**config.mk**
```make
export PLATFORM = sky130hd
export DESIGN_NAME = btn_input_port
export DESIGN_NICKNAME = d
export VERILOG_FILES = /design/src/rtl/btn_input_port.sv
export SDC_FILE = /design/constraint.sdc
export NUM_CORES = 1
export LEC_CHECK = 0
export CORE_ASPECT_RATIO = 1.1
export CORE_MARGIN = 2
export CORE_UTILIZATION = 49
export DETAILED_ROUTE_END_ITERATION = 8
export PLACE_DENSITY = 0.8
export SYNTH_ARGS = -nofsm -noshare
export SYNTH_HDL_FRONTEND = slang
export SYNTH_SLANG_ARGS = --single-unit
```
**constraint.sdc**
```tcl
create_clock -name clk -period 2.47 [get_ports clk]
set_clock_uncertainty 0.1 [all_clocks]
set_input_delay 0.494 -clock clk [delete_from_list [all_inputs] [get_ports clk]]
set_output_delay 0.494 -clock clk [all_outputs]
set_load 0.02 [all_outputs]
```
**src/rtl/btn_input_port.sv**
```systemverilog
// Button input peripheral: per-bit 2-flop synchroniser and debouncer, sticky press events,
// press counter and a small memory-mapped read/write register block.
module btn_input_port #(
  parameter int unsigned NUM_BTNS        = 4,
  parameter int unsigned DEBOUNCE_CYCLES = 100000,
  parameter int unsigned CNT_W           = 16
) (
  input  logic                clk,
  input  logic                reset,
  input  logic [NUM_BTNS-1:0] btns_raw,
  input  logic [3:0]          addr,
  input  logic                re,
  input  logic                we,
  input  logic [31:0]         wdata,
  output logic [31:0]         rdata,
  output logic                rvalid,
  output logic                event_pending,
  output logic [NUM_BTNS-1:0] btns_level
);

  localparam int unsigned DbW = (DEBOUNCE_CYCLES > 2) ? $clog2(DEBOUNCE_CYCLES) : 1;
  localparam logic [DbW-1:0] DbLast = DbW'(DEBOUNCE_CYCLES - 1);
  localparam logic [31:0] IdValue = 32'h4254_4E00 | 32'(NUM_BTNS);

  logic [NUM_BTNS-1:0] sync1_q, sync2_q;
  logic [NUM_BTNS-1:0] stable_q, stable_d;
  logic [NUM_BTNS-1:0] stable_dly_q;
  logic [DbW-1:0]      db_cnt_q [NUM_BTNS];
  logic [DbW-1:0]      db_cnt_d [NUM_BTNS];
  logic [NUM_BTNS-1:0] event_q, event_d;
  logic [CNT_W-1:0]    count_q, count_d;
  logic [31:0]         rdata_q, rdata_d;
  logic                rvalid_q;

  logic [NUM_BTNS-1:0] rise;
  logic [CNT_W-1:0]    rise_cnt;
  logic [1:0]          word;
  logic [31:0]         rd_word;
  logic [NUM_BTNS-1:0] rd_clr, wr_clr;

  logic unused_bits;
  assign unused_bits = ^{wdata, addr[1:0]};

  assign word = addr[3:2];
  assign rise = stable_q & ~stable_dly_q;

  // Count consecutive cycles the synchronised input disagrees with the accepted level.
  always_comb begin
    for (int i = 0; i < int'(NUM_BTNS); i++) begin
      stable_d[i] = stable_q[i];
      db_cnt_d[i] = db_cnt_q[i];
      if (sync2_q[i] == stable_q[i]) begin
        db_cnt_d[i] = '0;
      end else if (db_cnt_q[i] == DbLast) begin
        stable_d[i] = sync2_q[i];
        db_cnt_d[i] = '0;
      end else begin
        db_cnt_d[i] = db_cnt_q[i] + DbW'(1);
      end
    end
  end

  always_comb begin
    rise_cnt = '0;
    for (int i = 0; i < int'(NUM_BTNS); i++) begin
      rise_cnt = rise_cnt + CNT_W'(rise[i]);
    end
  end

  always_comb begin
    rd_word = '0;
    case (word)
      2'd0:    rd_word = 32'(stable_q);
      2'd1:    rd_word = 32'(event_q);
      2'd2:    rd_word = 32'(count_q);
      2'd3:    rd_word = IdValue;
      default: rd_word = '0;
    endcase
  end

  // Clears apply first so a same-cycle rise keeps its bit set.
  always_comb begin
    rd_clr  = (re && word == 2'd1) ? event_q : '0;
    wr_clr  = (we && word == 2'd1) ? wdata[NUM_BTNS-1:0] : '0;
    event_d = (event_q & ~(rd_clr | wr_clr)) | rise;
    count_d = (we && word == 2'd2) ? wdata[CNT_W-1:0] : count_q + rise_cnt;
    rdata_d = re ? rd_word : rdata_q;
  end

  always_ff @(posedge clk) begin
    if (reset) begin
      sync1_q      <= '0;
      sync2_q      <= '0;
      stable_q     <= '0;
      stable_dly_q <= '0;
      for (int i = 0; i < int'(NUM_BTNS); i++) begin
        db_cnt_q[i] <= '0;
      end
      event_q      <= '0;
      count_q      <= '0;
      rdata_q      <= '0;
      rvalid_q     <= 1'b0;
    end else begin
      sync1_q      <= btns_raw;
      sync2_q      <= sync1_q;
      stable_q     <= stable_d;
      stable_dly_q <= stable_q;
      for (int i = 0; i < int'(NUM_BTNS); i++) begin
        db_cnt_q[i] <= db_cnt_d[i];
      end
      event_q      <= event_d;
      count_q      <= count_d;
      rdata_q      <= rdata_d;
      rvalid_q     <= re;
    end
  end

  assign rdata         = rdata_q;
  assign rvalid        = rvalid_q;
  assign event_pending = |event_q;
  assign btns_level    = stable_q;

endmodule

```
==> flow_summary.yaml <==
sta:
  slew_viol_final: 0
  rsz0062_at_grt: "true"
  setup_viol: 6
  max_slew_margin: 0.640
  worst_pin_slew_ps: 540
  min_period_over_period: 1.07
  max_freq_mhz: 378
  fin_crit_ps: 2650
  hold_viol: 0
  timing.final.ws_setup_ps: -178
floorplanning:
  core_um2: 10900
  die_y_um: 115
  initial_core_util: 0.503
  floorplan.die.width_um: 105
  num_rows: 40
  num_io_pins: 82
  die_area_um2: 12100
critical_path:
  endpoint: "count_q[14]$_SDFF_PP0_"
  cp_cell_sequence: "nand2b_4 > fa_1 > fa_2 > inv_2 > fa_2 > nand4_1 > buf_6 > nor4_4 > xnor2_1 > a211oi_1"
  crit_cells: 10
  worstSetupPathType: "flop to flop"
  path_buf_inv: 2
  r2r_end: "count_q[14]$_SDFF_PP0_"
  arrival_ps: 2860
  cpMostUsedCell: "fa_2"
  ff2ff_path_depth: 10
  critPathSlowestCell: "fa_1"
  cp-startpoint: "stable_dly_q[2]$_SDFF_PP0_"
  cp_max_fo: 5
  end_kind: "flop"
  max_stage_delay_ps: 490
  required_ps: 2680
  r2r_setup_slack_ps: -180
  r2r_start: "stable_dly_q[2]$_SDFF_PP0_"
  cpLargestDelayFamily: "adder cells"
  critPathLaunchType: "flop"
global_route:
  grt_overflow: 0
  grt_pass1_vias: 4512
  grt_max_degree: 41
  grtUsageTotal: 0.212
  antenna_found_initial: 0
  grt_pass1_wl_mm: 20.3
drt:
  drc_errors: 0
  wirelength_mm: 12.7
  first_pass_iters: 5
  wl_per_cell_um: 14.9
  first_iter_violations: 253
  drt.antenna.violating_nets: 0
  vias: 4667
  viasPerCell: 5.51
yosys:
  synth_ff_type: "dfxtp_1"
  synth.avg_cell_area_um2: 8.82
  yosysSeqAreaShare: 0.445
  ys_warn_count: 0
  syn_area_um2: 5490
  synth_edf_count: 0
  yosysUniqueCellTypes: 50
  async_flop_share: 0
  syn_inst: 622
  ys_ff_latch: 122
min_path:
  worstHoldStart: "sync1_q[2]$_SDFF_PP0_"
  min_path_type: "flop to flop"
clocking:
  cts.htree.levels: 4
  ctsHoldBuffers: 0
  cts_root_buf: "clkbuf_16"
  clk-insertion-delay-late_ps: 420
  cts_sinks: 122
  cts_max_path_buffers: 2
  cts_tree: "yes"
  cts_buffers: 17
  path_clk_slew_ps: 60
power_and_ir_drop:
  switching_share: 0.213
  pwr-share-clk: 0.534
  p_int_uw: 3800
  p_per_area_nw_per_um2: 695
  vdd_drop_max_v: 0.000518
  power.share.sequential: 0.420
  p_comb_frac: 0.046
  power.leakage_uw: 0.00230
  switching_power_uw: 1030
place:
  placed_area_um2: 6190
  port_buffers: 52
  place_ws_ps: -255
  dp.final_hpwl_mm: 8.53
  place.gp.congestion: 0.869
run_status:
  violations: "setup timing"
  status: "finished, violations left"
cells_and_area:
  diodes: 0
  drive_gt1_frac: 0.126
  fillers: 882
  final_cell_area_um2: 6960
  syn2layout_area_growth_pct: 26.8
  utilization: 0.638
  nNetsFinal: 739
job:
  maxCapViolations: 0
==> power by group through the flow <==
stage	Combinational, µW	Clock (µW)	Sequential [µW]
4_1_cts	215	2620	2030
3_5_place_dp	209	0	2070
6_report	220	2580	2030
2_1_floorplan	125	0	2070
5_1_grt	236	2710	2030
3_3_place_gp	204	0	2070
==> how the worst min path moves through the flow <==
stage | endpoint | slack [ps] | cells after the start
final | sync2_q[2]$_SDFF_PP0_ | 340 | 1
after global routing | sync2_q[0]$_SDFF_PP0_ | 370 | 1
after CTS | btns_level[0]$_SDFFE_PP0P_ | 330 | 2
after detailed placement | sync2_q[0]$_SDFF_PP0_ | 330 | 1
after global placement | sync2_q[2]$_SDFF_PP0_ | 330 | 1
after floorplan | sync2_q[0]$_SDFF_PP0_ | 310 | 1
==> metrics by stage <==
stage	total power (µW)	hold WS (ps)	setup TNS, ps	instances
after floorplan	2200	314	-288	632
after global placement	2270	330	-550	810
after detailed placement	2280	330	-1420	810
after CTS	4860	334	-518	846
after global routing	4980	371	-1070	847
final	4830	341	-440	847
==> cells by family (layout without fill, tap and decap cells) <==
family          Yosys count  count (layout)  share of synthesized area
simple gates            293             293                      0.281
flops                   122             122                      0.445
xor+xnor                 70              70                      0.112
compound gates           65              65                     0.0748
buf+inv                  56             124                     0.0513
fa+ha+maj                 8               8                     0.0224
mux                       7               7                     0.0130
other cells               1              11                   0.000684
==> area by class of cell <==
type	count	area, µm²	area share
repair buffers	76	722	0.104
inverters	16	60.1	0.00863
flip-flops and latches	122	2450	0.352
multi-input cells	454	2920	0.420
well taps	147	184	0.0264
clock buffers	19	443	0.0637
clock inverters	13	174	0.0250
==> metal layers <==
layer / global-route usage / vias up / share of wire
li1: - / 2266 / -
met1: 0.229 / 2244 / 0.42
met2: 0.374 / 116 / 0.51
met3: 0.0646 / 41 / 0.040
met4: 0.116 / 0 / 0.034
met5: 0 / - / 0
==> flip-flops by register name, indices dropped and copies added (netlist names) <==
name          count
rdata            17
db_cnt_q         68
event_q           4
rvalid            1
sync1_q           4
btns_level        4
count_q          16
sync2_q           4
stable_dly_q      4
==> what timing repair did <==
item	4_1_cts	5_1_grt
setup buffers	4	1
pin swaps	14	6
endpoints found under the setup margin	8	14
endpoints found under the hold margin	0	0
gates cloned	0	0
resized for setup	12	9
==> cell usage in the layout (no fill, tap or decap), types with 3 or more instances in the layout <==
master,count
nand3_1,44
nor3_1,11
clkbuf_16,17
nor4bb_1,3
a211oi_1,11
mux2i_1,6
a21oi_1,27
inv_1,15
a211oi_2,4
o211ai_1,4
clkdlybuf4s50_1,50
buf_4,20
nor2_1,96
nand4_1,24
clkinv_2,6
nand2b_1,19
conb_1,11
ha_1,5
nor4_1,15
or3_1,5
buf_6,3
o21ai_0,8
dfxtp_1,120
bufinv_16,4
nand2_1,23
and4_1,4
xor2_1,23
or4_1,4
or2_2,3
nor2b_1,16
xnor2_1,46
and3_1,6
==> Yosys cell counts, types with 2 or more instances <==
| master | number | area (µm²) |
|---|---|---|
| a211oi_1 | 15 | 113 |
| a21oi_1 | 27 | 135 |
| a311oi_1 | 3 | 26.3 |
| and3_1 | 6 | 37.5 |
| and4_1 | 4 | 35.0 |
| buf_1 | 3 | 11.3 |
| buf_2 | 3 | 15.0 |
| buf_4 | 16 | 120 |
| clkbuf_1 | 17 | 63.8 |
| dfxtp_1 | 122 | 2440 |
| fa_1 | 3 | 60.1 |
| ha_1 | 5 | 62.6 |
| inv_1 | 16 | 60.1 |
| mux2i_1 | 6 | 60.1 |
| nand2_1 | 23 | 86.3 |
| nand2b_1 | 21 | 131 |
| nand3_1 | 44 | 220 |
| nand4_1 | 24 | 150 |
| nor2_1 | 97 | 364 |
| nor2b_1 | 17 | 106 |
| nor3_1 | 12 | 60.1 |
| nor4_1 | 17 | 106 |
| nor4bb_1 | 3 | 30.0 |
| o2111ai_1 | 2 | 17.5 |
| o211ai_1 | 4 | 30.0 |
| o21ai_0 | 9 | 45.0 |
| o31ai_1 | 2 | 15.0 |
| or2_2 | 3 | 18.8 |
| or3_1 | 6 | 37.5 |
| or4_1 | 4 | 30.0 |
| xnor2_1 | 47 | 412 |
| xor2_1 | 23 | 201 |
==> worst register-to-register path: cells and delay by family (launching register included) <==
family,cells,cell delay [ps]
DFF,1,290
adders and majority gates,3,1070
and+or+nand+nor,3,380
AOI/OAI and AO/OA,1,320
buffers and inverters,2,230
xor gates and xnor gates,1,140
(Power assumes the default switching activity.)
